## src/rtl/fifo_rd_unpacker.sv

```systemverilog
// Read-side unpacker: pulls RD_WIDTH words from the FIFO and streams OUT_WIDTH beats.
// Optional m_last output when FIFO_RD_UNPACKER_LAST_EN is defined.
module fifo_rd_unpacker #(
    parameter int RD_WIDTH  = 256,
    parameter int OUT_WIDTH = 32,
    parameter int MSB_FIRST = 1,
    localparam int RATIO    = RD_WIDTH / OUT_WIDTH,
    localparam int IDX_W    = (RATIO > 1) ? $clog2(RATIO) : 1
) (
    input  logic                 rd_clk,
    input  logic                 rst,
    input  logic [RD_WIDTH-1:0]  fifo_dout,
    input  logic                 fifo_empty,
    input  logic                 fifo_valid,
    input  logic                 fifo_rd_rst_busy,
    output logic                 fifo_rd_en,
    output logic [OUT_WIDTH-1:0] m_data,
    output logic                 m_valid,
    input  logic                 m_ready,
    output logic [IDX_W-1:0]     beat_idx,
`ifdef FIFO_RD_UNPACKER_LAST_EN
    output logic                 m_last,
`endif
    output logic                 unexp_err
);

    typedef logic [RATIO-1:0][OUT_WIDTH-1:0] word_t;

    word_t            active;
    word_t            pend;
    logic             occ_active;
    logic             occ_pend;
    logic             inflight;
    logic             rst_q;
    logic             err;
    logic [IDX_W-1:0] beat;
    logic [IDX_W-1:0] sel;
    logic [1:0]       used;
    logic             fire;
    logic             last_beat;
    logic             free_active;
    logic             take;
    logic             load_active;

    // Slots plus the outstanding read never exceed two words.
    assign used = 2'(occ_active) + 2'(occ_pend) + 2'(inflight);

    assign fifo_rd_en = !rst && !fifo_empty && !fifo_rd_rst_busy
                        && (used < 2'd2);

    assign fire        = occ_active && m_ready;
    assign last_beat   = (beat == IDX_W'(RATIO - 1));
    assign free_active = fire && last_beat;
    assign take        = fifo_valid && inflight;
    assign load_active = take
                         && (!occ_active || (free_active && !occ_pend));

    generate
        if (MSB_FIRST != 0) begin : g_msb
            assign sel = IDX_W'(RATIO - 1) - beat;
        end else begin : g_lsb
            assign sel = beat;
        end
    endgenerate

    assign m_valid   = occ_active;
    assign m_data    = active[sel];
    assign beat_idx  = beat;
    assign unexp_err = err;

`ifdef FIFO_RD_UNPACKER_LAST_EN
    assign m_last = occ_active && last_beat;
`endif

    always_ff @(posedge rd_clk) begin
        rst_q <= rst;
        if (rst) begin
            occ_active <= 1'b0;
            occ_pend   <= 1'b0;
            inflight   <= 1'b0;
            beat       <= '0;
            err        <= 1'b0;
        end else begin
            inflight <= fifo_rd_en || (inflight && !fifo_valid);
            // A read issued just before reset may land right after it.
            if (fifo_valid && !inflight && !rst_q) begin
                err <= 1'b1;
            end
            if (fire) begin
                beat <= last_beat ? '0 : beat + IDX_W'(1);
            end
            if (free_active) begin
                occ_active <= occ_pend;
                occ_pend   <= 1'b0;
                if (occ_pend) begin
                    active <= pend;
                end
            end
            if (load_active) begin
                active     <= word_t'(fifo_dout);
                occ_active <= 1'b1;
            end else if (take) begin
                pend     <= word_t'(fifo_dout);
                occ_pend <= 1'b1;
            end
        end
    end

endmodule
```

## config.mk

```make
export PLATFORM = sky130hd
export DESIGN_NAME = fifo_rd_unpacker
export DESIGN_NICKNAME = d
export VERILOG_FILES = /design/src/rtl/fifo_rd_unpacker.sv
export SDC_FILE = /design/constraint.sdc
export NUM_CORES = 1
export LEC_CHECK = 0
export ABC_AREA = 1
export CAP_MARGIN = 0
export CORE_UTILIZATION = 30
export CTS_CLUSTER_SIZE = 12
export DETAILED_ROUTE_END_ITERATION = 7
export DONT_BUFFER_PORTS = 1
export PLACE_DENSITY = 0.47
export SLEW_MARGIN = 0
export SYNTH_ARGS = -nofsm -noshare
export SYNTH_HDL_FRONTEND = slang
export SYNTH_SLANG_ARGS = --single-unit
```

## constraint.sdc

```tcl
create_clock -name rd_clk -period 30.3 [get_ports rd_clk]
set_input_delay 6.06 -clock rd_clk [delete_from_list [all_inputs] [get_ports rd_clk]]
set_output_delay 6.06 -clock rd_clk [all_outputs]
set_load 0.01 [all_outputs]
```

==> run_summary.xml <==
<?xml version="1.0" encoding="UTF-8"?>
<metrics>
  <group name="sta">
    <metric name="slew_headroom" unit="%">23.48</metric>
    <metric name="totalNegativeSetupSlack" unit="ps">0</metric>
    <metric name="report.final.setup_viol" unit="">0</metric>
    <metric name="timing_worst_slew_pin_value" unit="ps">1147</metric>
    <metric name="post_route_skew" unit="ps">19.85</metric>
    <metric name="slew_viol_final" unit="">0</metric>
    <metric name="achievable-frequency" unit="MHz">80.52</metric>
    <metric name="fin_crit_sh" unit="%">40.99</metric>
    <metric name="period_minus_slack" unit="ps">12420</metric>
    <metric name="timing_hold_violations_final" unit="">0</metric>
    <metric name="grt_setup_unrepaired" unit="">no</metric>
  </group>
  <group name="logic_synthesis">
    <metric name="synth-main-ff-cell" unit="">edfxtp_1</metric>
    <metric name="synth_edf_count" unit="">512</metric>
    <metric name="syn_avg_cell_area" unit="um2">11.23</metric>
    <metric name="yosysSeqAreaShare" unit="%">71.18</metric>
    <metric name="synth.net_count" unit="">2209</metric>
    <metric name="synth.lib_cells_used.distinct" unit="">22</metric>
    <metric name="synth_area" unit="mm2">0.02182</metric>
    <metric name="async_reset_ff_share" unit="%">0</metric>
    <metric name="synth_seq_cells" unit="">520</metric>
    <metric name="syn-instance-count" unit="">1944</metric>
    <metric name="synth-warning-count" unit="">0</metric>
  </group>
  <group name="worst_setup_path">
    <metric name="timing.setup.critical_path_class" unit="">in -&gt; out</metric>
    <metric name="worstPathBufferInverterCount" unit="">1</metric>
    <metric name="sort_of_element_at_the_start_of_the_critical_path" unit="">input pin</metric>
    <metric name="timing.critical_path.slowest_stage_cell" unit="">nand3_1</metric>
    <metric name="element_type_at_the_critical_path_end" unit="">primary output</metric>
    <metric name="path_delay_family" unit="">simple AND/OR/NAND/NOR gates</metric>
    <metric name="crit_path_max_fanout" unit="">2</metric>
    <metric name="timing.critical_path.required" unit="ps">24240</metric>
    <metric name="critical_path_arrival" unit="ps">6360</metric>
    <metric name="worstPathCellList" unit="">nor2_1 -&gt; nand3_1 -&gt; inv_1</metric>
    <metric name="cpPeakStageDelay" unit="ps">110</metric>
  </group>
  <group name="cells_and_area">
    <metric name="drive_gt1_share" unit="%">6.420</metric>
    <metric name="fin_nets" unit="">2163</metric>
    <metric name="area_growth" unit="%">12.59</metric>
    <metric name="diodes" unit="">0</metric>
    <metric name="layout.cells.most_common_list" unit="">618 x nand2_1, 512 x edfxtp_1, 259 x nand3_1</metric>
    <metric name="finalNonFillerCells" unit="">2897</metric>
    <metric name="layout.cells.most_common" unit="">nand2_1</metric>
    <metric name="final_area" unit="mm2">0.02457</metric>
  </group>
  <group name="clocking">
    <metric name="max-clock-path-buffers" unit="">3</metric>
    <metric name="clock-root-buffer" unit="">clkbuf_16</metric>
    <metric name="number_of_buffers_created_by_cts" unit="">66</metric>
    <metric name="clk_latency_worst_skew_pair" unit="ps">600</metric>
    <metric name="cts_sinks" unit="">520</metric>
    <metric name="cts_repair_resize_count" unit="">0</metric>
    <metric name="cts_tree" unit="">built</metric>
    <metric name="hold_buffers" unit="">0</metric>
    <metric name="post-cts-setup-buffer-count" unit="">0</metric>
    <metric name="max_h_tree_level" unit="">3</metric>
    <metric name="clk_pin_slew_worst_paths" unit="ps">60</metric>
  </group>
  <group name="hold_path">
    <metric name="min-delay-path-class" unit="">reg -&gt; reg</metric>
  </group>
  <group name="placed_design">
    <metric name="place.port_buffers" unit="">0</metric>
    <metric name="place_congestion" unit="">0.7825</metric>
    <metric name="place.detailed.hpwl" unit="mm">40.04</metric>
    <metric name="dpl_cell_area" unit="mm2">0.02238</metric>
    <metric name="placed_cells" unit="">2780</metric>
  </group>
  <group name="routing">
    <metric name="vias" unit="">14020</metric>
    <metric name="drt_iter0_markers" unit="">999</metric>
    <metric name="final_antenna_net_count" unit="">0</metric>
    <metric name="drtPass1Iterations" unit="">5</metric>
    <metric name="routedWlPerCell" unit="um">22.25</metric>
    <metric name="post-route-drc-count" unit="">0</metric>
    <metric name="routed_wl" unit="mm">64.44</metric>
    <metric name="avgViaCountPerCell" unit="">4.839</metric>
  </group>
  <group name="job">
    <metric name="maxCapViolations" unit="">0</metric>
  </group>
  <group name="die">
    <metric name="placeableCoreArea" unit="mm2">0.07173</metric>
    <metric name="start_util" unit="%">30.43</metric>
    <metric name="boundaryPins" unit="">300</metric>
    <metric name="die_width" unit="um">271.7</metric>
    <metric name="chipHeight" unit="um">271.7</metric>
    <metric name="row_count" unit="">98</metric>
    <metric name="die-area" unit="mm2">0.07383</metric>
  </group>
  <group name="grt">
    <metric name="grt_max_degree" unit="">111</metric>
    <metric name="grt_first_pass_wirelength" unit="mm">94.52</metric>
    <metric name="number_of_global_route_vias_before_repair" unit="">13860</metric>
    <metric name="grt_use_total" unit="%">17.25</metric>
    <metric name="antenna_violations_before_repair" unit="">5</metric>
    <metric name="globalRouteOverflowTotal" unit="">0</metric>
  </group>
  <group name="power">
    <metric name="power.density_cell_area" unit="mW/mm2">67.27</metric>
    <metric name="total_leakage_power" unit="nW">9.022</metric>
    <metric name="max-vdd-ir-drop" unit="uV">39.64</metric>
  </group>
  <group name="run_status">
    <metric name="status" unit="">completed</metric>
  </group>
</metrics>
[worst paths after layout]
| path | from | end | slack, ps | cells after the start |
|---|---|---|---|---|
| worst max register to register | beat_idx[0] | active[72] | 25410 | 10 |
| worst min-delay path | pend[56] | active[56] | 500 | 2 |
| worst min register to register | pend[56] | active[56] | 500 | 2 |
| worst max-delay path | fifo_rd_rst_busy | fifo_rd_en | 17880 | 3 |
[state kept, by name, summed over array words and instances (netlist names)]
register,cells
active,256
pend,256
beat_idx,3
inflight,1
m_valid,1
occ_pend,1
rst_q,1
unexp_err,1
[where the power goes]
group | switching (mW) | internal, mW | total, mW
Combinational | 0.0430 | 0.0117 | 0.0547
Sequential | 0.00198 | 0.795 | 0.797
Clock | 0.315 | 0.486 | 0.801
Total | 0.360 | 1.29 | 1.65
[metrics by stage]
stage / utilization, % / hold slack, ps / power, mW / setup slack, ps
2_1_floorplan: - / 463.8 / 0.8541 / 12330
3_3_place_gp: 31.20 / 478.5 / 0.8680 / 17790
3_5_place_dp: 31.20 / 492.1 / 0.8686 / 17880
4_1_cts: 34.26 / 496.4 / 1.681 / 17880
5_1_grt: 34.26 / 514.9 / 1.711 / 17830
6_report: 34.26 / 500.3 / 1.653 / 17880
[area by class of cell]
cell class              count  area, um2
fillers                  7179      47160
well taps                 950       1189
repair buffers             19      142.6
clock buffers              77       1724
flip-flops and latches    520      15540
clock inverters            40      465.4
multi-input cells        1281       5453
inverters                  10      55.05
[per-layer routing]
layer	part of all wire, %	GRT usage, %	wire length, um
met1	44	23.06	28270
met2	45	26.00	29020
met3	8.5	6.502	5482
met4	2.5	4.894	1609
met5	0.099	0	64
[synth_stat cells (2+ instances only)]
master,number,area (um2)
nand2_1,619,2323
edfxtp_1,512,15370
nand3_1,259,1296
nor2_1,197,739.5
o21ai_0,168,840.8
clkbuf_1,52,195.2
buf_4,30,225.2
buf_6,26,292.8
o21ai_1,25,125.1
buf_2,17,85.08
buf_1,8,30.03
dfxtp_1,8,160.2
inv_1,8,30.03
a21oi_1,4,20.02
ha_1,3,37.54
nand4_1,2,12.51
[worst min-delay path: stages (launching register included)]
cell and delay [ps]:
edfxtp_1 320, nand2_1 50, nand2_1 40
[logic make-up (layout without fill, tap and decap cells)]
kind of cell	count (synthesis)	count (layout)	synth area share (%)
simple gates	1078	1078	20.06
flops	520	520	71.18
compound gates	200	200	4.621
buf+inv	143	146	3.967
fa+ha+maj	3	3	0.1720
(Power assumes the default switching activity.)
